<file path="config.mk">
export PLATFORM = sky130hd
export DESIGN_NAME = io_simple_module_param
export DESIGN_NICKNAME = d
export VERILOG_FILES = /design/src/rtl/io_simple_module_param.sv
export SDC_FILE = /design/constraint.sdc
export NUM_CORES = 1
export LEC_CHECK = 0
export CAP_MARGIN = 10
export CORE_MARGIN = 3
export CORE_UTILIZATION = 40
export DETAILED_ROUTE_END_ITERATION = 12
export SYNTH_ARGS = -nofsm -noshare
export SYNTH_HDL_FRONTEND = slang
export SYNTH_SLANG_ARGS = --single-unit
export TNS_END_PERCENT = 100
</file>
<file path="constraint.sdc">
create_clock -name clk -period 3.7 [get_ports clk]
set_clock_uncertainty 0.1 [all_clocks]
set_input_delay 0.555 -clock clk [delete_from_list [all_inputs] [get_ports clk]]
set_output_delay 0.555 -clock clk [all_outputs]
set_load 0.05 [all_outputs]
</file>
<file path="src/rtl/io_simple_module_param.sv">
// io_simple_module_param
//   Parametrised sample buffer. It holds DEPTH entries of WIDTH bits, is read through a
//   first-word-fall-through port, and keeps a running reduction over the buffered samples.
//   Ports:
//     clk   - clock, rising edge
//     rst   - synchronous active-low reset
//     en    - push strobe, qualifies data
//     data  - sample to push
//     rd    - pop request
//     dout  - head-of-buffer sample, valid while res1=1 (0 when empty)
//     res1  - buffer not empty
//     res2  - reduction flag: acc >= THRESH (MODE 0) or acc != 0 (MODE 1)
//     fdbk  - buffer full, backpressure to producer
//     acc   - running sum (MODE 0) or XOR (MODE 1) over buffer contents
//     ovf   - sticky: push attempted while full
module io_simple_module_param #(
   parameter int unsigned WIDTH  = 8,
   parameter int unsigned DEPTH  = 4,
   parameter int unsigned MODE   = 0,
   parameter int unsigned THRESH = 16,
   localparam int unsigned ACC_W = WIDTH + $clog2(DEPTH) + 1
) (
   input  logic             clk,
   input  logic             rst,
   input  logic             en,
   input  logic [WIDTH-1:0] data,
   input  logic             rd,
   output logic [WIDTH-1:0] dout,
   output logic             res1,
   output logic             res2,
   output logic             fdbk,
   output logic [ACC_W-1:0] acc,
   output logic             ovf
);

   localparam int unsigned PTR_W = $clog2(DEPTH);
   localparam int unsigned CNT_W = PTR_W + 1;

   typedef enum logic [1:0] {StEmpty, StPartial, StFull} state_e;

   state_e           state_q, state_d;
   logic [PTR_W-1:0] wr_ptr_q, rd_ptr_q;
   logic [CNT_W-1:0] count_q, count_d;
   logic [ACC_W-1:0] acc_q, acc_d;
   logic             ovf_q;
   logic [WIDTH-1:0] mem [DEPTH];
   logic             push, pop;

   // fdbk is a registered state decode, so a full buffer refuses a push even when a pop
   // happens in the same cycle.
   assign push = en & ~fdbk;
   assign pop  = rd & res1;

   // State register
   always_ff @(posedge clk) begin
      if (!rst) begin
         state_q <= StEmpty;
      end else begin
         state_q <= state_d;
      end
   end

   // Next-state logic
   always_comb begin
      state_d = state_q;
      unique case (state_q)
         StEmpty: begin
            if (push) state_d = StPartial;
         end
         StPartial: begin
            if (push && !pop && count_q == CNT_W'(DEPTH - 1)) begin
               state_d = StFull;
            end else if (pop && !push && count_q == CNT_W'(1)) begin
               state_d = StEmpty;
            end
         end
         StFull: begin
            if (pop) state_d = StPartial;
         end
         default: state_d = StEmpty;
      endcase
   end

   // Outputs decoded from state
   always_comb begin
      res1 = 1'b0;
      fdbk = 1'b0;
      unique case (state_q)
         StEmpty:   begin res1 = 1'b0; fdbk = 1'b0; end
         StPartial: begin res1 = 1'b1; fdbk = 1'b0; end
         StFull:    begin res1 = 1'b1; fdbk = 1'b1; end
         default:   begin res1 = 1'b0; fdbk = 1'b0; end
      endcase
   end

   // Count and reduction next-state
   always_comb begin
      count_d = count_q;
      if (push && !pop) count_d = count_q + CNT_W'(1);
      if (pop && !push) count_d = count_q - CNT_W'(1);

      acc_d = acc_q;
      if (MODE == 0) begin
         if (push) acc_d = acc_d + ACC_W'(data);
         if (pop)  acc_d = acc_d - ACC_W'(dout);
      end else begin
         if (push) acc_d = acc_d ^ ACC_W'(data);
         if (pop)  acc_d = acc_d ^ ACC_W'(dout);
      end
   end

   always_ff @(posedge clk) begin
      if (!rst) begin
         wr_ptr_q <= '0;
         rd_ptr_q <= '0;
         count_q  <= '0;
         acc_q    <= '0;
         ovf_q    <= 1'b0;
      end else begin
         if (push) wr_ptr_q <= wr_ptr_q + PTR_W'(1);
         if (pop)  rd_ptr_q <= rd_ptr_q + PTR_W'(1);
         count_q <= count_d;
         acc_q   <= acc_d;
         if (en && fdbk) ovf_q <= 1'b1;
      end
   end

   // Storage is not reset; a push is gated by rst so the reset-cycle sample is dropped.
   always_ff @(posedge clk) begin
      if (rst && push) mem[wr_ptr_q] <= data;
   end

   // Gate with res1 so stale storage never shows after reset or drain.
   assign dout = res1 ? mem[rd_ptr_q] : '0;
   assign acc  = acc_q;
   assign ovf  = ovf_q;
   assign res2 = (MODE == 0) ? (acc_q >= ACC_W'(THRESH)) : (acc_q != '0);

endmodule

</file>
==> load_flow_metrics.sql <==
INSERT INTO impl_metrics (metric_group, metric, value, unit) VALUES
('status', 'outcome', 'complete, no violations', ''),
('pwr', 'switchingPower', '0.9120', 'mW'),
('timing', 'timing.final.setup_violations', '0', ''),
('worst_setup_path', 'ff2ff_setup_slack', '0.30', 'ns'),
('worst_setup_path', 'timing.critical_path.buf_inv', '1', ''),
('cells_and_area', 'design.final.nets', '435', ''),
('worst_setup_path', 'rr_startpoint', 'state_q[0]', ''),
('routing', 'dr_wl_met3', '331', 'µm'),
('pwr', 'peakVddDrop', '0.1975', 'mV'),
('cells_and_area', 'final_layout_size_suffix_gt1_share', '23.21', '%'),
('logic_synthesis', 'yosysTopAreaCell', 'sky130_fd_sc_hd__edfxtp_1', ''),
('worst_setup_path', 'worst_r2r_endpoint', 'acc[10]', ''),
('pwr', 'pwr-share-seq', '31.6', '%'),
('logic_synthesis', 'yosys_register_bits', '55', ''),
('cells_and_area', 'layout.core_utilization', '56.68', '%'),
('logic_synthesis', 'post_synth_main_area_contributors', 'sky130_fd_sc_hd__edfxtp_1 (30%), sky130_fd_sc_hd__dfxtp_1 (14%), sky130_fd_sc_hd__ha_1 (12%), sky130_fd_sc_hd__nand2_1 (3.2%), sky130_fd_sc_hd__a21oi_1 (2.8%)', ''),
('logic_synthesis', 'syn_nets', '353', ''),
('cts', 'cts.path.max_buffers', '2', ''),
('routing', 'drtAntennaViolNets', '0', ''),
('routing', 'dr.pass1.iters', '4', ''),
('logic_synthesis', 'synth.top_cell.area_share', '30.12', '%'),
('logic_synthesis', 'yosys.cell_types.count', '49', ''),
('logic_synthesis', 'postSynth.asyncResetShare', '0', '%'),
('worst_setup_path', 'critPathMaxFanout', '3', ''),
('pwr', 'leakagePower', '1.733', 'nW'),
('routing', 'drc', '0', ''),
('die', 'floorplan.initialDensity', '42.62', '%'),
('cells_and_area', 'insertedDiodeCount', '0', ''),
('die', 'fp.dieArea', '0.009084', 'mm²'),
('timing', 'timing.final.max_slew_violations', '0', ''),
('cts', 'cts_tree', 'built', ''),
('cts', 'ctsRootBufferMaster', 'sky130_fd_sc_hd__clkbuf_8', ''),
('cts', 'clock-sinks', '55', ''),
('routing', 'post_drt_wl_per_cell', '15.66', 'µm'),
('worst_setup_path', 'cp.required', '3.83', 'ns'),
('worst_setup_path', 'critPathLaunch', 'data[3]', ''),
('routing', 'via_per_inst', '5.149', ''),
('pwr', 'power_report.internal_total', '1.472', 'mW'),
('pwr', 'sw_frac_of_total', '38.25', '%'),
('worst_hold_path', 'holdCritPathClass', 'reg -> reg', ''),
('timing', 'final.setup.worst_slack', '0.08967', 'ns'),
('logic_synthesis', 'yosys_warnings', '0', ''),
('logic_synthesis', 'dominantRegCellSynth', 'sky130_fd_sc_hd__edfxtp_1', ''),
('logic_synthesis', 'syn-instance-count', '309', ''),
('worst_setup_path', 'highest_cell_delay_on_the_worst_timing_path', '0.52', 'ns'),
('grt', 'grt_start_max_net_pins', '19', ''),
('routing', 'met2WireLength', '3.817', 'mm'),
('logic_synthesis', 'synth-edff-count', '32', ''),
('pwr', 'clock_share_of_power', '17.2', '%'),
('pwr', 'pwr-share-comb', '51.2', '%'),
('cts', 'cts-buffers-inserted', '5', ''),
('placed_design', 'place_hpwl', '5.817', 'mm'),
('worst_setup_path', 'path_cells', 'clkdlybuf4s50_1, ha_1, or3_1, o22ai_2, xor2_1, o21ai_1, ha_1, a21o_1, a211o_1, or4b_4, a21o_1, a21oi_2', ''),
('grt', 'first_global_vias', '2431', ''),
('cts', 'hold_buffers', '0', ''),
('worst_setup_path', 'logic_depth_of_the_worst_setup_path_including_buffers', '12', ''),
('cells_and_area', 'p_r_area_growth_vs_syn', '32.98', '%'),
('worst_setup_path', 'arrival', '3.74', 'ns'),
('worst_setup_path', 'crit_end', 'acc[10]', ''),
('logic_synthesis', 'netlist_area', '0.003191', 'mm²'),
('cts', 'clkSlewWorstSetupHoldPaths', '0.09', 'ns'),
('timing', 'max_clock_freq', '277.0', 'MHz'),
('worst_setup_path', 'r2r.worst_path.cells', '12', ''),
('grt', 'first_pass_grt_wire_length', '12.02', 'mm'),
('grt', 'globalRoute.totalOverflow', '0', ''),
('worst_setup_path', 'worstSetupPathType', 'in -> reg', ''),
('die', 'core', '0.007486', 'mm²'),
('routing', 'top_signal_layer_used', 'met4', ''),
('grt', 'grt_antenna_before_repair', '0', ''),
('placed_design', 'portBuffers', '34', ''),
('pwr', 'power.density_cell_area', '561.9', 'mW/mm²');
==> layout by cell type (no fill, tap or decap), types with 3 or more instances in the layout <==
cell type,n
sky130_fd_sc_hd__a211oi_1,3
sky130_fd_sc_hd__a21o_1,5
sky130_fd_sc_hd__a21oi_1,16
sky130_fd_sc_hd__a21oi_2,3
sky130_fd_sc_hd__and2_1,4
sky130_fd_sc_hd__and3_1,5
sky130_fd_sc_hd__buf_4,50
sky130_fd_sc_hd__clkbuf_8,5
sky130_fd_sc_hd__clkdlybuf4s50_1,31
sky130_fd_sc_hd__dfxtp_1,21
sky130_fd_sc_hd__edfxtp_1,32
sky130_fd_sc_hd__ha_1,25
sky130_fd_sc_hd__ha_4,4
sky130_fd_sc_hd__inv_1,19
sky130_fd_sc_hd__mux2_2,6
sky130_fd_sc_hd__mux2i_1,8
sky130_fd_sc_hd__nand2_1,27
sky130_fd_sc_hd__nand2b_1,5
sky130_fd_sc_hd__nand3_1,9
sky130_fd_sc_hd__nor2_1,22
sky130_fd_sc_hd__nor3_1,4
sky130_fd_sc_hd__o211ai_1,6
sky130_fd_sc_hd__o21a_1,4
sky130_fd_sc_hd__o21ai_0,9
sky130_fd_sc_hd__or3_1,5
sky130_fd_sc_hd__xnor2_1,9
sky130_fd_sc_hd__xor2_1,5
==> state kept, by name (all words and copies together), names as in the netlist, named ones only <==
register	cells
state_q	2
mem	32
ovf	1
acc	11
count_q	3
wr_ptr_q	2
rd_ptr_q	2
==> power by group through the flow <==
| stage | clock, mW | combinational (mW) | sequential (mW) |
|---|---|---|---|
| floorplan | 0 | 0.615 | 0.848 |
| global placement | 0 | 1.10 | 0.762 |
| detailed placement | 0 | 1.11 | 0.764 |
| CTS | 0.421 | 1.13 | 0.752 |
| global route | 0.440 | 1.34 | 0.759 |
| finish | 0.411 | 1.22 | 0.753 |
==> layout make-up <==
type | count | area, µm² | share of cell area, %
Clock buffer | 5 | 68.82 | 1.622
Clock inverter | 3 | 46.29 | 1.091
Sequential cell | 55 | 1424 | 33.56
Inverter | 21 | 81.33 | 1.917
Timing Repair Buffer | 85 | 739.5 | 17.43
Tap cell | 99 | 123.9 | 2.919
Multi-Input combinational cell | 223 | 1759 | 41.46
==> how the worst min path moves through the flow <==
stage,startpoint,to,slack [ns],cells past startpoint
2_1_floorplan,state_q[0],state_q[0],0.37,2
3_3_place_gp,ovf,ovf,0.35,2
3_5_place_dp,ovf,ovf,0.36,2
4_1_cts,ovf,ovf,0.38,2
5_1_grt,ovf,ovf,0.43,2
6_report,ovf,ovf,0.38,2
==> repair_timing <==
item                       CTS  global route
setup endpoints to repair    2             3
resized for setup            9            16
pin swaps                    3             7
buffers inserted             0             3
cloned                       0             0
==> cells in the mapped netlist (6+ instances only) <==
library cell,n
sky130_fd_sc_hd__clkbuf_1,9
sky130_fd_sc_hd__mux2_2,6
sky130_fd_sc_hd__edfxtp_1,32
sky130_fd_sc_hd__o211ai_1,6
sky130_fd_sc_hd__ha_1,31
sky130_fd_sc_hd__inv_1,19
sky130_fd_sc_hd__nand3_1,10
sky130_fd_sc_hd__o21ai_0,13
sky130_fd_sc_hd__nor2_1,22
sky130_fd_sc_hd__dfxtp_1,23
sky130_fd_sc_hd__a21oi_1,18
sky130_fd_sc_hd__xnor2_1,10
sky130_fd_sc_hd__mux2i_1,9
sky130_fd_sc_hd__nand2_1,27
==> metrics by stage <==
stage / power (mW) / std cells / TNS, ns / area (µm²)
after floorplan: 1.463 / 309 / 0 / 3199
after global placement: 1.863 / 480 / -1.059 / 3990
after detailed placement: 1.876 / 480 / -1.344 / 3990
after CTS: 2.306 / 488 / 0 / 4139
after global routing: 2.534 / 491 / -0.03497 / 4243
final: 2.384 / 491 / 0 / 4243
==> tightest hold or removal path, stage by stage (launching register included) <==
cell and delay [ns]:
sky130_fd_sc_hd__dfxtp_1 0.34, sky130_fd_sc_hd__a21oi_1 0.04, sky130_fd_sc_hd__nor2_1 0.07
==> metal layers <==
layer | track usage [%] | up-vias
li1 | - | 1279
met1 | 23.17 | 1196
met2 | 30.20 | 45
met3 | 2.999 | 8
met4 | 3.606 | 0
met5 | 0 | -
==> cells by family (layout without fill, tap and decap cells) <==
family	Yosys count	in the layout	synth area share, %
DFF	55	55	44.55
buffers and inverters	31	114	3.961
AOI/OAI and AO/OA	66	66	13.29
and+or+nand+nor	93	93	14.94
adders and majority gates	32	32	12.78
xor gates and xnor gates	15	15	4.117
muxes	17	17	6.353
Power figures use the tool's default switching activity.
